[src/rtl/fifo_stream_packer_pkg.sv]
// fifo_stream_packer_pkg: shared helpers and configuration checks for the stream packer
package fifo_stream_packer_pkg;

   function automatic int cnt_bits(input int ratio);
      return (ratio <= 1) ? 1 : $clog2(ratio);
   endfunction

   function automatic bit cfg_ok(input int ratio, input int cnt_width);
      return (ratio >= 1) && (cnt_width == cnt_bits(ratio));
   endfunction

   function automatic bit lane_filled(input int lane, input int cnt);
      return lane < cnt;
   endfunction

endpackage

[src/rtl/fifo_stream_packer_slot.sv]
// fifo_stream_packer_slot: one-entry output register with load/drain handshake
module fifo_stream_packer_slot
   import fifo_stream_packer_pkg::*;
#(
   parameter int WIDTH = 32
) (
   input  logic             clk,
   input  logic             reset,
   input  logic             load,
   input  logic [WIDTH-1:0] load_data,
   input  logic             ready,
   output logic             valid,
   output logic [WIDTH-1:0] data
);

   // load wins over drain, so a same-cycle drain and reload leaves no bubble
   always_ff @(posedge clk or negedge reset)
      if (!reset) begin
         valid <= 1'b0;
         data  <= '0;
      end else begin
         valid <= load | (valid & ~ready);
         if (load) data <= load_data;
      end

endmodule

[src/rtl/fifo_stream_packer.sv]
// fifo_stream_packer: packs RATIO narrow FWFT words into one wide word; optional flush via FIFO_STREAM_PACKER_FLUSH_EN
module fifo_stream_packer
   import fifo_stream_packer_pkg::*;
#(
   parameter int IN_WIDTH  = 32,
   parameter int RATIO     = 4,
   parameter int CNT_WIDTH = 2
) (
   input  logic                      clk,
   input  logic                      reset,
   input  logic                      s_empty_n,
   input  logic [IN_WIDTH-1:0]       s_dout,
   output logic                      s_read,
   output logic                      s_read_ce,
   input  logic                      m_full_n,
   output logic                      m_write,
   output logic                      m_write_ce,
   output logic [IN_WIDTH*RATIO-1:0] m_din
`ifdef FIFO_STREAM_PACKER_FLUSH_EN
   ,
   input  logic                      flush
`endif
);

   localparam int OUT_WIDTH = IN_WIDTH * RATIO;
   localparam logic [CNT_WIDTH-1:0] LAST = CNT_WIDTH'(RATIO - 1);

   if (!cfg_ok(RATIO, CNT_WIDTH)) begin : g_cfg_err
      $error("fifo_stream_packer: RATIO must be >=1 and CNT_WIDTH must equal max(1,clog2(RATIO))");
   end

   logic [CNT_WIDTH-1:0] cnt;
   logic [OUT_WIDTH-1:0] acc;
   logic [OUT_WIDTH-1:0] word;
   logic                 out_valid;
   logic                 drain;
   logic                 pop;
   logic                 complete;
   logic                 flush_go;
   logic                 load;

   assign s_read_ce  = 1'b1;
   assign m_write_ce = 1'b1;
   assign m_write    = out_valid;

   // handshake: only the final lane waits for the output slot; nothing moves in reset
   always_comb begin
      drain    = out_valid & m_full_n;
      s_read   = reset & s_empty_n & ((cnt != LAST) | ~out_valid | drain);
      pop      = s_read;
      complete = pop & (cnt == LAST);
`ifdef FIFO_STREAM_PACKER_FLUSH_EN
      flush_go = flush & ~complete & ((cnt != '0) | pop) & (~out_valid | drain);
`else
      flush_go = 1'b0;
`endif
      load     = complete | flush_go;
   end

   // wide word: filled lanes from acc, current lane from the head word, unfilled lanes zero
   always_comb begin
      word = '0;
      for (int k = 0; k < RATIO; k++)
         word[k*IN_WIDTH +: IN_WIDTH] = (pop && CNT_WIDTH'(k) == cnt) ? s_dout :
                                        lane_filled(k, int'(cnt)) ? acc[k*IN_WIDTH +: IN_WIDTH] : '0;
   end

   // lane counter and accumulator; lanes are overwritten before reuse, so no clear on wrap
   always_ff @(posedge clk or negedge reset)
      if (!reset) begin
         cnt <= '0;
         acc <= '0;
      end else begin
         cnt <= load ? '0 : pop ? cnt + CNT_WIDTH'(1) : cnt;
         for (int k = 0; k < RATIO; k++)
            if (pop && CNT_WIDTH'(k) == cnt) acc[k*IN_WIDTH +: IN_WIDTH] <= s_dout;
      end

   fifo_stream_packer_slot #(.WIDTH(OUT_WIDTH)) u_slot (
      .clk       (clk),
      .reset     (reset),
      .load      (load),
      .load_data (word),
      .ready     (m_full_n),
      .valid     (out_valid),
      .data      (m_din)
   );

endmodule

[config.mk]
export PLATFORM = sky130hd
export DESIGN_NAME = fifo_stream_packer
export DESIGN_NICKNAME = d
export VERILOG_FILES = /design/src/rtl/fifo_stream_packer_pkg.sv /design/src/rtl/fifo_stream_packer_slot.sv /design/src/rtl/fifo_stream_packer.sv
export SDC_FILE = /design/constraint.sdc
export NUM_CORES = 1
export LEC_CHECK = 0
export ABC_AREA = 0
export CAP_MARGIN = 10
export CORE_ASPECT_RATIO = 0.9
export CORE_MARGIN = 4
export CORE_UTILIZATION = 45
export CTS_CLUSTER_SIZE = 8
export DETAILED_ROUTE_END_ITERATION = 8
export PLACE_DENSITY = 0.82
export SETUP_SLACK_MARGIN = 0.15
export SYNTH_ARGS = -nofsm -noshare
export SYNTH_HDL_FRONTEND = slang
export SYNTH_HIERARCHICAL = 1
export SYNTH_SLANG_ARGS = --single-unit
[constraint.sdc]
create_clock -name clk -period 1.95 [get_ports clk]
set_input_delay 0.195 -clock clk [delete_from_list [all_inputs] [get_ports clk]]
set_output_delay 0.195 -clock clk [all_outputs]
set_load 0.03 [all_outputs]
==> out/results.tsv, run 1 <==
metric	value	unit
Ys Warns	6	
final antenna-violating net count	0	
Seq/Total Area, Yosys	0.5814	
Syn Area/Cell	14.99	sq um
VDD IR-drop max	0.8793	mV
Via Count	6626	
root buf cell	clkbuf_16	
post-synthesis cell area	9771	sq um
fin crit share	1.012	
setup TNS	-115.8	ps
DRC	0	
drt total wl	28.15	mm
cells after synthesis	652	
Top delay family on crit path	flip-flops	
Port Buf Inserts	165	
Post-DP HPWL	14.54	mm
Die X	163.3	microns
DP Area	12020	sq um
Crit-path slowest cell	dfrtp_1	
worst-skew pair later-pin latency	490	ps
min cycle time layout	1974	ps
Via density	5.582	
max-cap violations	0	
CP Capture Type	flip-flop	
Netlist cell types	24	
initial DRC count	330	
Pre-antenna DRT Iters	5	
CTS tree	done	
die area	24140	sq um
failing checks	negative setup slack	
FILL cells	1334	
Min Hold Slack	346.0	ps
vias in the first global route	7127	
die height	147.8	microns
Slew HR	0.4963	
leading cell type in the layout, fill and taps excluded	dfrtp_1	
Peak Freq	506.7	MHz
number of H-tree levels	2	
CP Data Arrival Time	2340	ps
Final #Nets	939	
I/O pin cnt	168	
Initial Utilization	0.4634	
initial antenna violation count	0	
most frequent cells in the layout	227 x dfrtp_1, 152 x clkdlybuf4s50_1, 127 x mux2_4	
# setup viols final	14	
Worst setup SP type	flip-flop	
GRT overflow	0	
Layout Skew	10.65	ps
measured slew at the worst slew-check pin	755.6	ps
first-pass GRT wire length	41.21	mm
routability cong.	0.7359	
CP required	2320	ps
# rows	50	
status	finished with violations	
post-route setup slack	-23.50	ps
Slew Viols, Final	0	
drt wl/cell	23.72	microns
pwr dens	1568	nW/um^2
crit-path cells	ha_2 -> and3b_2 -> buf_4 -> nor2_4 -> buf_12 -> a22o_1 -> mux2_2	
diode count	0	
Overall Power	23.03	mW
largest net degree at the start of global routing	132	
final core occ	0.6967	
gr usage total	0.2165	
TritonCTS Buffers	34	
RSZ-0062 raised after global routing	yes	
clock buffer depth	3	
clk sinks	227	
Syn-to-layout area delta	50.33	%
min-delay worst type	input port to flip-flop	
final hold viol count	0	
core box area	21080	sq um
Critical Path Max Stage Delay	380	ps
share of cells above drive strength 1	0.4417	
type of the worst setup path	flip-flop to flip-flop	
final instance area	14690	sq um
buffers plus inverters on the worst setup path	2	
maximum fanout along the worst path	31	
static leakage	6.739	nW
clock transition at the registers of the reported paths	50	ps
post-synthesis register bit count	227	
## synthesized netlist by cell type
library cell | count | area share
clkbuf_1 | 6 | 0.0023
o21a_1 | 2 | 0.0015
nor3_4 | 1 | 0.0017
buf_6 | 16 | 0.018
and2_1 | 32 | 0.020
nor2_4 | 2 | 0.0023
and3b_1 | 1 | 0.00090
ha_1 | 4 | 0.0051
buf_4 | 2 | 0.0015
a21oi_1 | 1 | 0.00051
mux2_2 | 218 | 0.25
inv_1 | 4 | 0.0015
a21o_1 | 1 | 0.00077
or2_2 | 1 | 0.00064
buf_2 | 23 | 0.012
mux2_1 | 7 | 0.0081
nand2_1 | 1 | 0.00038
conb_1 | 1 | 0.00038
clkinv_1 | 1 | 0.00038
a22o_1 | 96 | 0.086
nor2_1 | 1 | 0.00038
dfrtp_1 | 227 | 0.58
nand3_1 | 3 | 0.0015
o22ai_1 | 1 | 0.00064
## what timing repair did
item | in CTS | in global routing
hold buffers | 1 | 0
hold endpoints to repair | 24 | 0
setup endpoints to repair | 228 | 307
setup buffers | 19 | 13
cloned | 17 | 7
pin swaps | 10 | 8
resized for setup | 101 | 121
## registers in the layout, indices dropped and copies added, names as in the netlist
signal and count:
u_slot/data 128, cnt 2, acc 96, u_slot/valid 1
## through the flow
| step | std cells | worst slack, ps |
|---|---|---|
| after floorplan | 653 | 94.29 |
| after global placement | 1092 | -75.62 |
| after detailed placement | 1092 | -122.4 |
| after CTS | 1167 | -2.273 |
| after global routing | 1187 | -71.14 |
| final | 1187 | -23.50 |
## layer usage
| metal | up-vias | share of wire | track usage |
|---|---|---|---|
| met5 | - | 0 | 0 |
| met4 | 0 | 0.023 | 0.06164 |
| met3 | 56 | 0.072 | 0.06189 |
| met2 | 238 | 0.49 | 0.3606 |
| met1 | 3446 | 0.41 | 0.2777 |
| li1 | 2886 | - | - |
## worst min-delay path, cell delays in order
cell	delay [ps]
clkdlybuf4s50_1	440
inv_1	70
a21o_1	100
## power by group
group	internal (mW)	total (mW)	switching [mW]	leakage [nW]
logic	5.45	9.98	4.53	3.38
clock network	3.30	5.25	1.95	0.456
registers	6.63	7.80	1.17	2.90
total	15.4	23.0	7.65	6.74
## area by class of cell
| cell class | count | area [sq um] | area share |
|---|---|---|---|
| Sequential cell | 227 | 5680 | 0.3867 |
| Timing Repair Buffer | 257 | 3328 | 0.2266 |
| Tap cell | 286 | 357.8 | 0.02436 |
| Multi-Input combinational cell | 374 | 4369 | 0.2975 |
| Clock buffer | 37 | 925.9 | 0.06304 |
| Clock inverter | 1 | 7.507 | 0.0005111 |
| Inverter | 5 | 18.77 | 0.001278 |
## kinds of logic (layout without fill, tap and decap cells)
| group | count (synthesis) | in the layout | share of synthesized area |
|---|---|---|---|
| AO/OA/AOI/OAI | 101 | 101 | 0.08951 |
| multiplexers | 225 | 225 | 0.2593 |
| adder cells (fa/ha/maj) | 4 | 4 | 0.005122 |
| flip-flops | 227 | 227 | 0.5814 |
| other | 1 | 2 | 0.0003838 |
| AND/OR/NAND/NOR | 42 | 42 | 0.02830 |
| buffers and inverters | 52 | 300 | 0.03598 |
## worst paths after layout
path                                   end  slack [ps]  depth (start not counted)            start
hold reg to reg            u_slot/data[52]         500                          1  u_slot/data[52]
setup reg to reg           u_slot/data[64]         -20                          7           cnt[0]
hold / removal                u_slot/valid         350                          3         m_full_n
max in group asynchronous   u_slot/data[6]         460                          4            reset
min in group asynchronous           cnt[0]         420                          3            reset
setup / recovery           u_slot/data[64]         -20                          7           cnt[0]
Note: power is estimated with default switching activity, not from simulation.
==> inputs of run 2 (changes only) <==
--- a/config.mk
+++ b/config.mk
@@ -10,6 +10,7 @@
 export CORE_ASPECT_RATIO = 0.9
 export CORE_MARGIN = 4
 export CORE_UTILIZATION = 45
+export CTS_CLUSTER_DIAMETER = 60
 export CTS_CLUSTER_SIZE = 8
 export DETAILED_ROUTE_END_ITERATION = 8
 export PLACE_DENSITY = 0.82
==> run 2 against run 1 <==
The flow still finishes with violations (negative setup slack); combinational power down 5.0%; critical path depth unchanged; hold slack better by 38 ps; clock-buffer cell count down 1; first-iteration DRC count up 24%; critical path type unchanged; critical endpoint is now u_slot/data[57]; largest power group unchanged; highest routed layer unchanged.
==> out/results.tsv, run 2 (synthesis gave the netlist of run 1 again) <==
metric	value	unit
largest net degree at the start of global routing	132	
drt total wl	26.44	mm
clk sinks	227	
Placement Setup Slack	-122.4	ps
fin crit share	1.001	
type of the worst setup path	flip-flop to flip-flop	
RSZ-0062 raised after global routing	yes	
clock transition at the registers of the reported paths	50	ps
Top delay family on crit path	compound AO/OA/AOI/OAI gates	
measured slew at the worst slew-check pin	758.7	ps
gr usage total	0.2171	
vias in the first global route	7147	
die height	147.8	microns
Slew HR	0.4942	
CP required	2320	ps
final antenna-violating net count	0	
CTS tree	done	
CP Capture Type	flip-flop	
Layout Skew	12.98	ps
leading cell type in the layout, fill and taps excluded	dfrtp_1	
first-pass GRT wire length	41.35	mm
Slew Viols, Final	0	
static leakage	6.450	nW
root buf cell	clkbuf_16	
clock buffer depth	3	
M1 GR Usage	0.2775	
# setup viols final	1	
setup TNS	-1.658	ps
status	finished with violations	
pwr dens	1590	nW/um^2
largest registers	u_slot/data x128, acc x96, cnt x2	
grt met3 use	0.06161	
GRT overflow	0	
Post-DP HPWL	14.54	mm
maximum fanout along the worst path	5	
Final #Nets	929	
met2 GRT Util	0.3654	
I/O pin cnt	168	
most frequent cells in the layout	227 x dfrtp_1, 155 x clkdlybuf4s50_1, 151 x mux2_2	
failing checks	negative setup slack	
min-delay worst type	input port to flip-flop	
diode count	0	
TritonCTS Buffers	34	
Die X	163.3	microns
# rows	50	
share of cells above drive strength 1	0.4108	
die area	24140	sq um
number of H-tree levels	2	
core box area	21080	sq um
crit-path cells	ha_2 -> and3b_2 -> o21a_4 -> buf_6 -> buf_16 -> a22o_1 -> mux2_4	
Reg with most FFs	u_slot/data	
Initial Utilization	0.4634	
Via Count	6522	
Worst setup SP type	flip-flop	
Syn-to-layout area delta	44.08	%
Peak Freq	512.4	MHz
Crit-path slowest cell	dfrtp_1	
GRT busiest layer	met2	
worst-skew pair later-pin latency	490	ps
min cycle time layout	1952	ps
Critical Path Max Stage Delay	390	ps
VDD IR-drop max	0.8958	mV
buffers plus inverters on the worst setup path	2	
post-route setup slack	-1.658	ps
Port Buf Inserts	165	
final hold viol count	0	
initial antenna violation count	0	
max FFs per register	128	
max-cap violations	0	
initial DRC count	409	
Pre-antenna DRT Iters	4	
drt wl/cell	22.46	microns
routability cong.	0.7359	
Via density	5.541	
CP Data Arrival Time	2320	ps
DRC	0	
-- run 2: changes by cell type in the layout (fill, tap and decap cells not counted), sizes merged, moves of 2 or more --
| cell | change |
|---|---|
| buf | -11 |
| clkdlybuf4s50 | +3 |
| bufbuf | +2 |
| clkbuf | -2 |
| dlymetal6s2s | -3 |
-- run 2: worst register-to-register path: cells and delay by family (launching register included) --
| family | cells | cell delay (ps) |
|---|---|---|
| buffers and inverters | 2 | 270 |
| multiplexers | 1 | 250 |
| AND/OR/NAND/NOR | 1 | 260 |
| AO/OA/AOI/OAI | 2 | 460 |
| flip-flops | 1 | 390 |
| adder cells (fa/ha/maj) | 1 | 200 |
-- run 2: metrics by stage --
step                instance area [sq um]  std cells  hold WS [ps]  power (mW)    util
floorplan                            9816        653        -100.6       12.59       -
global placement                    12020       1092         230.5       15.48  0.5702
detailed placement                  12020       1092         238.4       15.78  0.5702
CTS                                 13800       1165         331.8       22.15  0.6545
global route                        14080       1177         406.8       23.39  0.6677
finish                              14080       1177         384.4       22.39  0.6677
-- run 2: per-layer routing --
metal / vias to the layer above / wire, microns
li1: 2865 / -
met1: 3404 / 11170
met2: 207 / 12960
met3: 46 / 1817
met4: 0 / 483
met5: - / 0
-- run 2: layout make-up --
cell class	instances	area, sq um
Clock buffer	36	889.6
Clock inverter	2	13.76
Fill cell	1434	7005
Inverter	5	21.27
Multi-Input combinational cell	374	4119
Sequential cell	227	5680
Tap cell	286	357.8
Timing Repair Buffer	247	2995
-- run 2: repair_timing --
| item | CTS | global route |
|---|---|---|
| gates resized for setup | 104 | 27 |
| pin swaps | 5 | 3 |
| gates cloned | 10 | 5 |
| endpoints found under the hold margin | 24 | 0 |
| hold buffers | 1 | 0 |
| setup endpoints to repair | 228 | 304 |
| buffers inserted | 24 | 7 |
-- run 2: worst paths after layout --
kind | startpoint | endpoint | slack (ps) | depth (start not counted)
max in group asynchronous | reset | u_slot/data[37] | 480 | 4
hold / removal | m_full_n | u_slot/valid | 380 | 3
min in group asynchronous | reset | cnt[1] | 390 | 3
hold reg to reg | u_slot/data[52] | u_slot/data[52] | 500 | 1
setup reg to reg | cnt[0] | u_slot/data[57] | -2 | 7
setup / recovery | cnt[0] | u_slot/data[57] | -2 | 7
-- run 2: where the power goes --
group / total [mW] / internal, mW / leakage, nW / switching, mW
Combinational: 9.48 / 5.08 / 3.10 / 4.39
Clock: 5.14 / 3.18 / 0.447 / 1.95
Sequential: 7.77 / 6.63 / 2.90 / 1.14
Total: 22.4 / 14.9 / 6.45 / 7.49
